===== src/rtl/vram_arbiter.sv =====
// vram_arbiter: shares one synchronous character RAM between VGA reads, a clear-screen sweep and CPU accesses.
// VGA always wins the port; the sweep outranks the CPU, which is acknowledged one cycle after its grant.
module vram_arbiter #(
  parameter int DATA_W = 8,
  parameter int DEPTH = 4800,
  parameter logic [DATA_W-1:0] CLR_VAL = 8'h20
) (
  input  logic              clk,
  input  logic              rstn,
  input  logic              vga_rdn,
  input  logic [12:0]       vga_addr,
  output logic [DATA_W-1:0] vga_q,
  input  logic              cpu_req,
  input  logic              cpu_we,
  input  logic [12:0]       cpu_addr,
  input  logic [DATA_W-1:0] cpu_wdata,
  output logic              cpu_ack,
  output logic              cpu_err,
  output logic [DATA_W-1:0] cpu_rdata,
  input  logic              clr_start,
  output logic              clr_busy,
  output logic              clr_done,
  output logic              ram_en,
  output logic              ram_we,
  output logic [12:0]       ram_addr,
  output logic [DATA_W-1:0] ram_wdata,
  input  logic [DATA_W-1:0] ram_q
);
  typedef enum logic [1:0] {S_IDLE, S_CLEAR, S_ACK} state_t;
  localparam logic [12:0] LAST = 13'(DEPTH - 1);
  state_t            r_state;
  logic [12:0]       r_clr_cnt;
  logic              r_pend, r_ack, r_err, r_rd, r_busy, r_done;
  logic [DATA_W-1:0] r_rdata;
  logic              w_clr_req, w_oor, w_cpu_go, w_clr_gnt, w_cpu_gnt;

  assign w_clr_req = r_pend | clr_start;
  assign w_oor     = cpu_addr > LAST;
  // rstn gates the grants so nothing but a VGA read reaches the RAM during reset
  assign w_cpu_go  = rstn & (r_state == S_IDLE) & ~w_clr_req & cpu_req & vga_rdn;
  assign w_cpu_gnt = w_cpu_go & ~w_oor;
  assign w_clr_gnt = rstn & (r_state == S_CLEAR) & vga_rdn;

  always_comb begin
    ram_en    = ~vga_rdn | w_clr_gnt | w_cpu_gnt;
    ram_we    = vga_rdn & (w_clr_gnt | (w_cpu_gnt & cpu_we));
    ram_addr  = ~vga_rdn ? vga_addr : w_clr_gnt ? r_clr_cnt : cpu_addr;
    ram_wdata = w_clr_gnt ? CLR_VAL : cpu_wdata;
  end

  assign vga_q     = ram_q;
  assign cpu_ack   = r_ack;
  assign cpu_err   = r_err;
  assign cpu_rdata = r_rdata;
  assign clr_busy  = r_busy;
  assign clr_done  = r_done;

  always_ff @(posedge clk or negedge rstn) begin
    if (!rstn) begin
      r_state   <= S_IDLE;
      r_clr_cnt <= '0;
      r_pend    <= 1'b0;
      r_ack     <= 1'b0;
      r_err     <= 1'b0;
      r_rd      <= 1'b0;
      r_rdata   <= '0;
      r_busy    <= 1'b0;
      r_done    <= 1'b0;
    end else begin
      r_done <= 1'b0;
      r_ack  <= 1'b0;
      case (r_state)
        S_IDLE: begin
          if (w_clr_req) begin
            r_state <= S_CLEAR;
            r_pend  <= 1'b0;
            r_busy  <= 1'b1;
          end else if (w_cpu_go) begin
            r_state <= S_ACK;
            r_ack   <= 1'b1;
            r_err   <= w_oor;
            r_rd    <= ~cpu_we & ~w_oor;
          end
        end
        S_CLEAR: begin
          if (vga_rdn) begin
            r_clr_cnt <= (r_clr_cnt == LAST) ? '0 : r_clr_cnt + 13'd1;
            if (r_clr_cnt == LAST) begin
              r_state <= S_IDLE;
              r_done  <= 1'b1;
              r_busy  <= 1'b0;
            end
          end
        end
        S_ACK: begin
          if (r_rd) r_rdata <= ram_q;
          r_state <= S_IDLE;
          r_err   <= 1'b0;
          r_rd    <= 1'b0;
          if (clr_start) begin
            r_pend <= 1'b1;
            r_busy <= 1'b1;
          end
        end
        default: r_state <= S_IDLE;
      endcase
    end
  end
endmodule


===== config.mk =====
export PLATFORM = sky130hd
export DESIGN_NAME = vram_arbiter
export DESIGN_NICKNAME = d
export VERILOG_FILES = /design/src/rtl/vram_arbiter.sv
export SDC_FILE = /design/constraint.sdc
export NUM_CORES = 1
export LEC_CHECK = 0
export BUFFER_PORTS_ARGS = -buffer_cell sky130_fd_sc_hd__buf_4
export CAP_MARGIN = 20
export CELL_PAD_IN_SITES_DETAIL_PLACEMENT = 1
export CELL_PAD_IN_SITES_GLOBAL_PLACEMENT = 1
export CORE_AREA = 2 2 113 60
export DETAILED_ROUTE_END_ITERATION = 8
export DIE_AREA = 0 0 115 62
export GPL_TIMING_DRIVEN = 0
export PLACE_DENSITY = 0.83
export SYNTH_ARGS = -nofsm -noshare
export SYNTH_HDL_FRONTEND = slang
export SYNTH_SLANG_ARGS = --single-unit
export TNS_END_PERCENT = 1

===== constraint.sdc =====
create_clock -name clk -period 1.5 [get_ports clk]
set_input_delay 0.15 -clock clk [delete_from_list [all_inputs] [get_ports clk]]
set_output_delay 0.15 -clock clk [all_outputs]
set_load 0.01 [all_outputs]

==> out/qor.csv, run 1 <==
metric;value;unit
Top FF cell, synth;dfrtp_1;
Total Neg Setup Slack;-9.82;ns
failing checks;setup timing;
Mapped Avg Cell Area;9.59;µm²
outcome;finished with violations;
# setup viols final;30;
delay-heaviest family, CP;flip-flops;
core area;6310;µm²
wire per inst;17.4;µm
die height;62;µm
Layout Nets;338;
cells along the critical path;and3b_4 > buf_6 > and2_4 > buf_8 > a22oi_2 > o21ai_1 > buf_4;
initial DRC count;70;
f_max;507;MHz
max_cap viols;0;
Max stage delay cell, worst path;dfrtp_2;
routed wl met3;492;µm
Worst Tran Pin Value;0.525;ns
R2R cell count;5;
WP data required;1.35;ns
EDFF count, synth;0;
Setup WS pre-CTS;-0.304;ns
Highest Signal Layer;met4;
R2R Setup Slk;-0.14;ns
number of synthesized register bits;29;
IO Pins;91;
end of the worst hold path;r_rd$_DFFE_PN0P_;
total power;2.63;mW
DR WL met2;3010;µm
Starting Density;0.277;
DP HPWL;4280;µm
slew margin rel.;0.650;
Port Buffers;89;
worst r2r src;r_state[1]$_DFFE_PN0P_;
# DRC;0;
DR vias/cell;4.92;
CP endpoint kind;output port;
Mapped Cells;182;
syn nets;231;
Vias;1820;
Worst Hold Path Cells;2;
WL final;6430;µm
DRT Pass-1 Iters;4;
ys async rst share;1.00;
worst hold start;cpu_we;
P per Cell Area;889;nW/µm²
Die ar.;7130;µm²
FP Rows;21;
commonest non-fill, non-tap cell in the layout;buf_4;
Reg clk slew, reported paths;0.05;ns
Area Growth Syn to Fin;69.2;%
initial antenna violation count;0;
Clock Path Buffers;2;
Yosys cell types;47;
CTS buffer count;5;
clk_lat worst skew;0.28;ns
sequential fraction of the synthesis area;0.416;
Worst Path Buf+Inv;3;
Setup CP Type;reg2out;
min-delay worst type;in2reg;
Pleak;1.40;nW
maximum vdd drop;0.393;mV
fraction of layout cells with a size suffix above 1;0.597;
RSZ-0062 raised after global routing;true;
Tmin final;1.97;ns
setup ws final;-0.473;ns
Final Hold Vio Count;0;
post-route ant nets;0;
CTS tree;yes;
Root Driver;clkbuf_16;
GPL Wtd Cong;0.761;
clock skew;0.00406;ns
met1 wire length;2870;µm
Final Non-Filler Cells;370;
first-pass GRT wire length;9380;µm
Ant. Diodes;0;
Mapped Area;1750;µm²
vias in the first global route;1798;
Sink Count;29;
final worst-path cycle share;1.32;
largest net degree at the start of global routing;30;
Ys Warns;0;
H-tree depth;2;
Tot GR Track Use;0.178;
dpl cells;351;
die width;115;µm
Worst EP arrival;1.82;ns
Slowest Stage Delay on Critical Path;0.44;ns
gr ovfl total;0;
FF-to-FF End;r_clr_cnt[12]$_DFFE_PN0P_;
Startpoint Class;flop;
Final Max Tran Viols;0;
critical path fanouts, max;6;
commonest cells after routing, fill and taps aside;buf_4 (103), dfrtp_1 (23), inv_1 (18);
-- flip-flops by register name (all words and copies together), names as in the netlist --
name and flops:
cpu_err 1, r_pend 1, clr_busy 1, r_clr_cnt 13, r_state 2, r_rd 1
cpu_rdata 8, cpu_ack 1, clr_done 1
-- how the worst max path moves through the flow --
stage / from / end / cells after the start
5_1_grt: r_state[0]$_DFFE_PN0P_ / ram_addr[7] / 7
3_3_place_gp: r_state[0]$_DFFE_PN0P_ / ram_addr[1] / 8
2_1_floorplan: r_state[0]$_DFFE_PN0P_ / ram_we / 6
3_5_place_dp: r_state[0]$_DFFE_PN0P_ / ram_addr[1] / 8
6_report: r_state[0]$_DFFE_PN0P_ / ram_addr[7] / 7
4_1_cts: r_state[0]$_DFFE_PN0P_ / ram_addr[11] / 8
-- cells in the mapped netlist (2+ instances only) --
master	n	share of area
a22oi_1	13	0.056
mux2_2	8	0.052
nand2b_1	2	0.0072
inv_1	18	0.039
dfrtp_1	29	0.42
o21ai_1	11	0.032
nor3_1	2	0.0057
nand3_1	5	0.014
nand2_1	10	0.022
nor2_1	9	0.019
buf_4	9	0.039
nand4_1	3	0.011
buf_2	2	0.0057
buf_6	4	0.026
xnor2_1	4	0.020
xor2_1	3	0.015
and3_1	3	0.011
o21ai_0	7	0.020
nor2b_1	8	0.029
o22ai_1	2	0.0072
mux2i_1	2	0.011
a21oi_1	2	0.0057
o31ai_1	2	0.0086
-- worst register-to-register path, stage by stage (launching register included) --
cell and delay, ns:
dfrtp_2 0.42, and3b_4 0.31, buf_4 0.11, nand4_4 0.20
or3_4 0.39, a21oi_2 0.13
-- cell families (layout without fill, tap and decap cells) --
| logic type | count (synthesis) | in the layout | share of synthesized area |
|---|---|---|---|
| adders and majority gates | 1 | 1 | 0.00717 |
| xor gates and xnor gates | 7 | 7 | 0.0351 |
| muxes | 10 | 10 | 0.0631 |
| AOI/OAI and AO/OA | 45 | 45 | 0.173 |
| buffers and inverters | 35 | 143 | 0.113 |
| and+or+nand+nor | 55 | 55 | 0.193 |
| DFF | 29 | 29 | 0.416 |
-- layout make-up --
class / instances / area [µm²]
Clock buffer: 6 / 129
Buffer: 15 / 125
Clock inverter: 2 / 10.0
Sequential cell: 29 / 733
Timing Repair Buffer: 101 / 826
Tap cell: 80 / 100
Multi-Input combinational cell: 118 / 960
Inverter: 19 / 71.3
Fill cell: 717 / 3350
-- metal layers --
metal,global-route usage,up-vias
li1,-,847
met1,0.232,907
met2,0.290,59
met3,0.0582,7
met4,0.0551,0
met5,0,-
-- what timing repair did --
| action | CTS | global route |
|---|---|---|
| pin swaps | 18 | 8 |
| hold endpoints to repair | 29 | 0 |
| endpoints found under the setup margin | 35 | 45 |
| cloned | 1 | 1 |
| hold buffers | 2 | 0 |
| resized for setup | 27 | 20 |
| buffers inserted | 4 | 4 |
-- power breakdown --
part	internal, mW	total [mW]	switching, mW	leakage (nW)
Sequential	0.867	0.991	0.124	0.357
Combinational	0.370	0.670	0.299	0.978
Clock	0.608	0.967	0.359	0.0706
-- metrics by stage --
| stage | hold WS, ns | cell area (µm²) | utilization |
|---|---|---|---|
| floorplan | -0.146 | 1750 | - |
| global placement | 0.120 | 2510 | 0.399 |
| detailed placement | 0.122 | 2510 | 0.399 |
| CTS | 0.0753 | 2850 | 0.451 |
| global route | 0.0818 | 2950 | 0.468 |
| finish | 0.0719 | 2950 | 0.468 |
Power figures use the tool's default switching activity.
==> inputs of run 2 (changes only) <==
--- a/config.mk
+++ b/config.mk
@@ -17,4 +17,4 @@
 export SYNTH_ARGS = -nofsm -noshare
 export SYNTH_HDL_FRONTEND = slang
 export SYNTH_SLANG_ARGS = --single-unit
-export TNS_END_PERCENT = 1
+export TNS_END_PERCENT = 50
==> run 2 against run 1 <==
Compared with the run above: the run still ends with setup timing left; design area is 2.3% higher; clock skew is 0.0011 ns lower; clock power is 9% higher; sequential share of layout area is 0.72 points lower; final cell count is 1.6% higher; via count is 0.71% higher.
==> out/qor.csv, run 2 (same netlist as run 1, synthesis figures left out) <==
metric;value;unit;change
Port Buffers;89;;unchanged
FP Rows;21;;unchanged
WL final;6420;µm;-0.17%
failing checks;setup timing;;
clock skew;0.00301;ns;-0.00105 ns
max_cap viols;0;;unchanged
DP HPWL;4280;µm;about the same
Clock Path Buffers;2;;unchanged
filler cell count;703;;-2.0%
H-tree depth;2;;unchanged
Setup CP Type;reg2out;;
gr ovfl total;0;;unchanged
Pleak;1.47;nW;+4.7%
fraction of layout cells with a size suffix above 1;0.581;;-0.0155
outcome;finished with violations;;
f_max;524;MHz;+3.4%
final worst-path cycle share;1.27;;-0.0435
Starting Density;0.277;;unchanged
CTS tree;yes;;
Total Neg Setup Slack;-8.99;ns;+0.827 ns
Final Hold Vio Count;0;;unchanged
Tmin final;1.91;ns;-0.0653 ns
die height;62;µm;unchanged
DR vias/cell;4.88;;-0.89%
post-route ant nets;0;;unchanged
switching share of power;0.285;;-0.0131
DRT Pass-1 Iters;4;;unchanged
net load switching power;0.771;mW;-1.4%
commonest non-fill, non-tap cell in the layout;buf_4;;
Root Driver;clkbuf_16;;
wire per inst;17.1;µm;-1.8%
Reg clk slew, reported paths;0.05;ns;about the same
internal power;1.94;mW;+5.0%
max FFs per register;13;;unchanged
Final Max Tran Viols;0;;unchanged
vias in the first global route;1888;;+5.0%
GPL Wtd Cong;0.809;;+6.4%
Setup WS pre-CTS;-0.295;ns;+0.00875 ns
core area;6310;µm²;unchanged
die width;115;µm;unchanged
# DRC;0;;unchanged
initial DRC count;51;;-27%
# setup viols final;29;;-3.3%
WP data required;1.35;ns;about the same
Ant. Diodes;0;;unchanged
dpl cells;351;;unchanged
clk_lat worst skew;0.27;ns;about the same
first-pass GRT wire length;9710;µm;+3.5%
RSZ-0062 raised after global routing;true;;
slew margin rel.;0.677;;+0.0269
min-delay worst type;in2reg;;
post-route cell area;3020;µm²;+2.3%
initial antenna violation count;0;;unchanged
Clk pwr share;0.387;;+0.019
setup ws final;-0.407;ns;+0.0653 ns
IO Pins;91;;unchanged
Worst Tran Pin Value;0.485;ns;-0.0403 ns
Tot GR Track Use;0.181;;+0.00292
Layout Nets;344;;+1.8%
critical path fanouts, max;4;;-2
Die ar.;7130;µm²;unchanged
Vias;1833;;+0.71%
Final Non-Filler Cells;376;;+1.6%
Sink Count;29;;unchanged
largest net degree at the start of global routing;30;;unchanged
Seq pwr share;0.365;;-0.012
Worst EP arrival;1.76;ns;-0.06 ns
commonest cells after routing, fill and taps aside;buf_4 (104), dfrtp_1 (27), inv_1 (18);;
CTS buffer count;5;;unchanged
Startpoint Class;flop;;
Comb pwr share;0.247;;-0.008
Area Growth Syn to Fin;73.1;%;
CP endpoint kind;output port;;
Top reg by flops;r_clr_cnt;;
P per Cell Area;896;nW/µm²;+0.77%
DP Area;2510;µm²;unchanged
total power;2.71;mW;+3.1%
maximum vdd drop;0.387;mV;-1.6%
## run 2: layout make-up
type	count	area, µm²	share of cell area
buffer	15	121	0.0402
tap	80	100	0.0331
timing repair buffer	107	876	0.290
multi-input combinational	118	967	0.320
sequential	29	728	0.241
inverter	19	71.3	0.0236
clock inverter	1	5.00	0.00166
clock buffer	7	153	0.0505
## run 2: worst max-delay path, cell delays in order (launching register included)
cell and delay [ns]:
dfrtp_1 0.42, nand4b_1 0.19, or3_4 0.36, nand2b_4 0.17, inv_2 0.07, a41o_1 0.17, buf_6 0.11
## run 2: final timing paths
| kind | from | cells past startpoint | to | slack [ns] |
|---|---|---|---|---|
| worst max-delay path | r_state[0]$_DFFE_PN0P_ | 6 | ram_we | -0.41 |
| worst min-delay path | cpu_we | 2 | r_rd$_DFFE_PN0P_ | 0.08 |
| worst max register to register | r_state[1]$_DFFE_PN0P_ | 7 | r_clr_cnt[7]$_DFFE_PN0P_ | -0.20 |
| worst min register to register | cpu_rdata[1]$_DFFE_PN0P_ | 1 | cpu_rdata[1]$_DFFE_PN0P_ | 0.51 |
| max in group asynchronous | rstn | 3 | r_clr_cnt[0]$_DFFE_PN0P_ | 0.82 |
| min in group asynchronous | rstn | 3 | r_clr_cnt[10]$_DFFE_PN0P_ | 0.49 |
## run 2: what timing repair did
item	CTS	global route
buffers inserted	13	2
pin swaps	17	8
gates resized for setup	33	18
hold buffers	2	0
setup endpoints to repair	40	48
endpoints found under the hold margin	29	0
gates cloned	1	0
## run 2: power groups by stage
stage | Sequential [mW] | Clock, mW | Combinational [mW]
final | 0.990 | 1.05 | 0.669
after CTS | 0.979 | 1.08 | 0.648
after global routing | 1.00 | 1.11 | 0.737
after detailed placement | 0.978 | 0 | 0.576
after floorplan | 0.956 | 0 | 0.287
after global placement | 0.972 | 0 | 0.558
## run 2: metrics by stage
step,hold WS (ns),util
after floorplan,-0.146,-
after global placement,0.119,0.399
after detailed placement,0.126,0.399
after CTS,0.0700,0.467
after global routing,0.0710,0.479
final,0.0751,0.479
## run 2: routing by layer
layer / wire length (µm) / vias to the layer above / part of all wire / track usage
met2: 2980 / 67 / 0.46 / 0.298
li1: - / 863 / - / -
met5: 0 / - / 0 / 0
met4: 46 / 0 / 0.0072 / 0.0379
met1: 2950 / 899 / 0.46 / 0.241
met3: 445 / 4 / 0.069 / 0.0563
==> inputs of run 3 (changes only) <==
--- a/config.mk
+++ b/config.mk
@@ -14,6 +14,7 @@
 export DIE_AREA = 0 0 115 62
 export GPL_TIMING_DRIVEN = 0
 export PLACE_DENSITY = 0.83
+export RECOVER_POWER = 25
 export SYNTH_ARGS = -nofsm -noshare
 export SYNTH_HDL_FRONTEND = slang
 export SYNTH_SLANG_ARGS = --single-unit
==> run 3 against run 2 <==
Compared with the run above: the flow still finishes with violations (setup timing); design area down 1.5%; combinational power decreased by 2%; total power down 0.53%; wire length about the same; sequential power is essentially flat; largest power group unchanged; clock power hardly changed; core utilization is 0.71 points lower; sequential share of layout area rose by 0.36 points; via count is 0.33% lower; clock skew hardly changed; critical path depth unchanged.
==> out/qor.csv, run 3 (same netlist as run 1, synthesis figures left out) <==
metric;value;unit;change
outcome;finished with violations;;
failing checks;setup timing;;
Root Driver;clkbuf_16;;
DP HPWL;4280;µm;unchanged
Seq pwr share;0.367;;+0.002
wire per inst;17.1;µm;about the same
Tmin final;1.91;ns;+0.000426 ns
Sink Count;29;;unchanged
Setup CP Type;reg2out;;
worst hold start;cpu_we;;
CTS tree;yes;;
switching share of power;0.286;;+0.00118
fraction of layout cells with a size suffix above 1;0.554;;-0.0270
Tot GR Track Use;0.181;;unchanged
R2R cell count;7;;unchanged
Worst Hold Path Cells;2;;unchanged
H-tree depth;2;;unchanged
GPL Wtd Cong;0.809;;unchanged
clock skew;0.00312;ns;+0.000109 ns
final worst-path cycle share;1.27;;about the same
commonest cells after routing, fill and taps aside;buf_4 (96), dfrtp_1 (27), inv_1 (18);;
Worst Setup SP;r_state[0]$_DFFE_PN0P_;;
largest net degree at the start of global routing;30;;unchanged
core area;6310;µm²;unchanged
final core occ;0.472;;-0.00714
Slowest Stage Delay on Critical Path;0.42;ns;about the same
Starting Density;0.277;;unchanged
IO Pins;91;;unchanged
Port Buffers;89;;unchanged
CP endpoint kind;output port;;
end of the worst hold path;r_rd$_DFFE_PN0P_;;
Pleak;1.44;nW;-2.3%
initial antenna violation count;0;;unchanged
Reg clk slew, reported paths;0.05;ns;about the same
WP data required;1.35;ns;about the same
setup ws final;-0.408;ns;-0.000426 ns
die height;62;µm;unchanged
Startpoint Class;flop;;
DR vias/cell;4.86;;-0.33%
maximum vdd drop;0.387;mV;-0.12%
internal power;1.92;mW;-0.69%
initial DRC count;47;;-7.8%
delay-heaviest family, CP;simple AND/OR/NAND/NOR gates;;
WL final;6420;µm;about the same
vias in the first global route;1888;;unchanged
total power;2.69;mW;-0.53%
Max stage delay cell, worst path;dfrtp_1;;
cells along the critical path;nand4b_1 > or3_4 > nand2b_4 > inv_2 > a41o_1 > buf_6;;
Worst Tran Pin Value;0.775;ns;+0.290 ns
worst r2r src;r_state[1]$_DFFE_PN0P_;;
Comb pwr share;0.243;;-0.004
R2R Setup Slk;-0.19;ns;about the same
FP Rows;21;;unchanged
# DRC;0;;unchanged
min-delay worst type;in2reg;;
FF-to-FF End;r_clr_cnt[7]$_DFFE_PN0P_;;
die width;115;µm;unchanged
Final Hold Vio Count;0;;unchanged
Die ar.;7130;µm²;unchanged
RSZ-0062 raised after global routing;true;;
DRT Pass-1 Iters;4;;unchanged
post-route ant nets;0;;unchanged
slew margin rel.;0.484;;-0.193
max_cap viols;0;;unchanged
P per Cell Area;905;nW/µm²;+0.98%
f_max;524;MHz;about the same
commonest non-fill, non-tap cell in the layout;buf_4;;
Worst Path Buf+Inv;2;;unchanged
# setup viols final;29;;unchanged
Vias;1827;;-0.33%
first-pass GRT wire length;9710;µm;unchanged
critical path fanouts, max;4;;unchanged
gr ovfl total;0;;unchanged
Final Max Tran Viols;0;;unchanged
CTS buffer count;5;;unchanged
Top reg by flops;r_clr_cnt;;
Ant. Diodes;0;;unchanged
clk_lat worst skew;0.27;ns;about the same
Clock Path Buffers;2;;unchanged
net load switching power;0.770;mW;-0.12%
max FFs per register;13;;unchanged
Worst EP arrival;1.76;ns;about the same
Clk pwr share;0.390;;+0.003
Area Growth Syn to Fin;70.5;%;
Layout Nets;344;;unchanged
[run 3: power by group through the flow]
stage	sequential (mW)	clock, mW	combinational (mW)
2_1_floorplan	0.956	0	0.287
3_3_place_gp	0.972	0	0.558
3_5_place_dp	0.978	0	0.576
4_1_cts	0.979	1.08	0.648
5_1_grt	1.00	1.11	0.722
6_report	0.990	1.05	0.654
[run 3: metrics by stage]
stage	hold slack (ns)	setup slack (ns)	area [µm²]	instances	TNS [ns]
6_report	0.0748	-0.408	2980	376	-8.98
5_1_grt	0.0710	-0.483	2980	376	-11.66
4_1_cts	0.0700	-0.520	2950	375	-10.72
3_5_place_dp	0.126	-0.295	2510	351	-5.32
3_3_place_gp	0.119	-0.251	2510	351	-3.89
2_1_floorplan	-0.146	-0.0277	1750	182	-0.0340
[run 3: layout make-up]
type | count | area [µm²]
Tap cell | 80 | 100
Buffer | 15 | 121
Fill cell | 706 | 3330
Multi-Input combinational cell | 118 | 967
Sequential cell | 29 | 728
Timing Repair Buffer | 107 | 831
Inverter | 19 | 71.3
Clock buffer | 7 | 153
Clock inverter | 1 | 5.00
[run 3: worst max path at each step]
stage	end	depth (start not counted)
finish	ram_we	6
CTS	ram_addr[10]	7
floorplan	ram_we	6
global placement	ram_addr[1]	8
global route	ram_wdata[1]	7
detailed placement	ram_we	7
[run 3: what timing repair did]
action | CTS | global route
pin swaps | 17 | 8
buffers inserted | 13 | 2
endpoints found under the setup margin | 40 | 48
gates cloned | 1 | 0
gates resized for setup | 33 | 18
hold buffers | 2 | 0
endpoints found under the hold margin | 29 | 0
[run 3: metal layers]
metal / vias up / track usage / share of wire
met1: 898 / 0.241 / 0.46
met5: - / 0 / 0
met2: 64 / 0.298 / 0.47
met4: 0 / 0.0379 / 0.0072
met3: 4 / 0.0563 / 0.068
li1: 861 / - / -
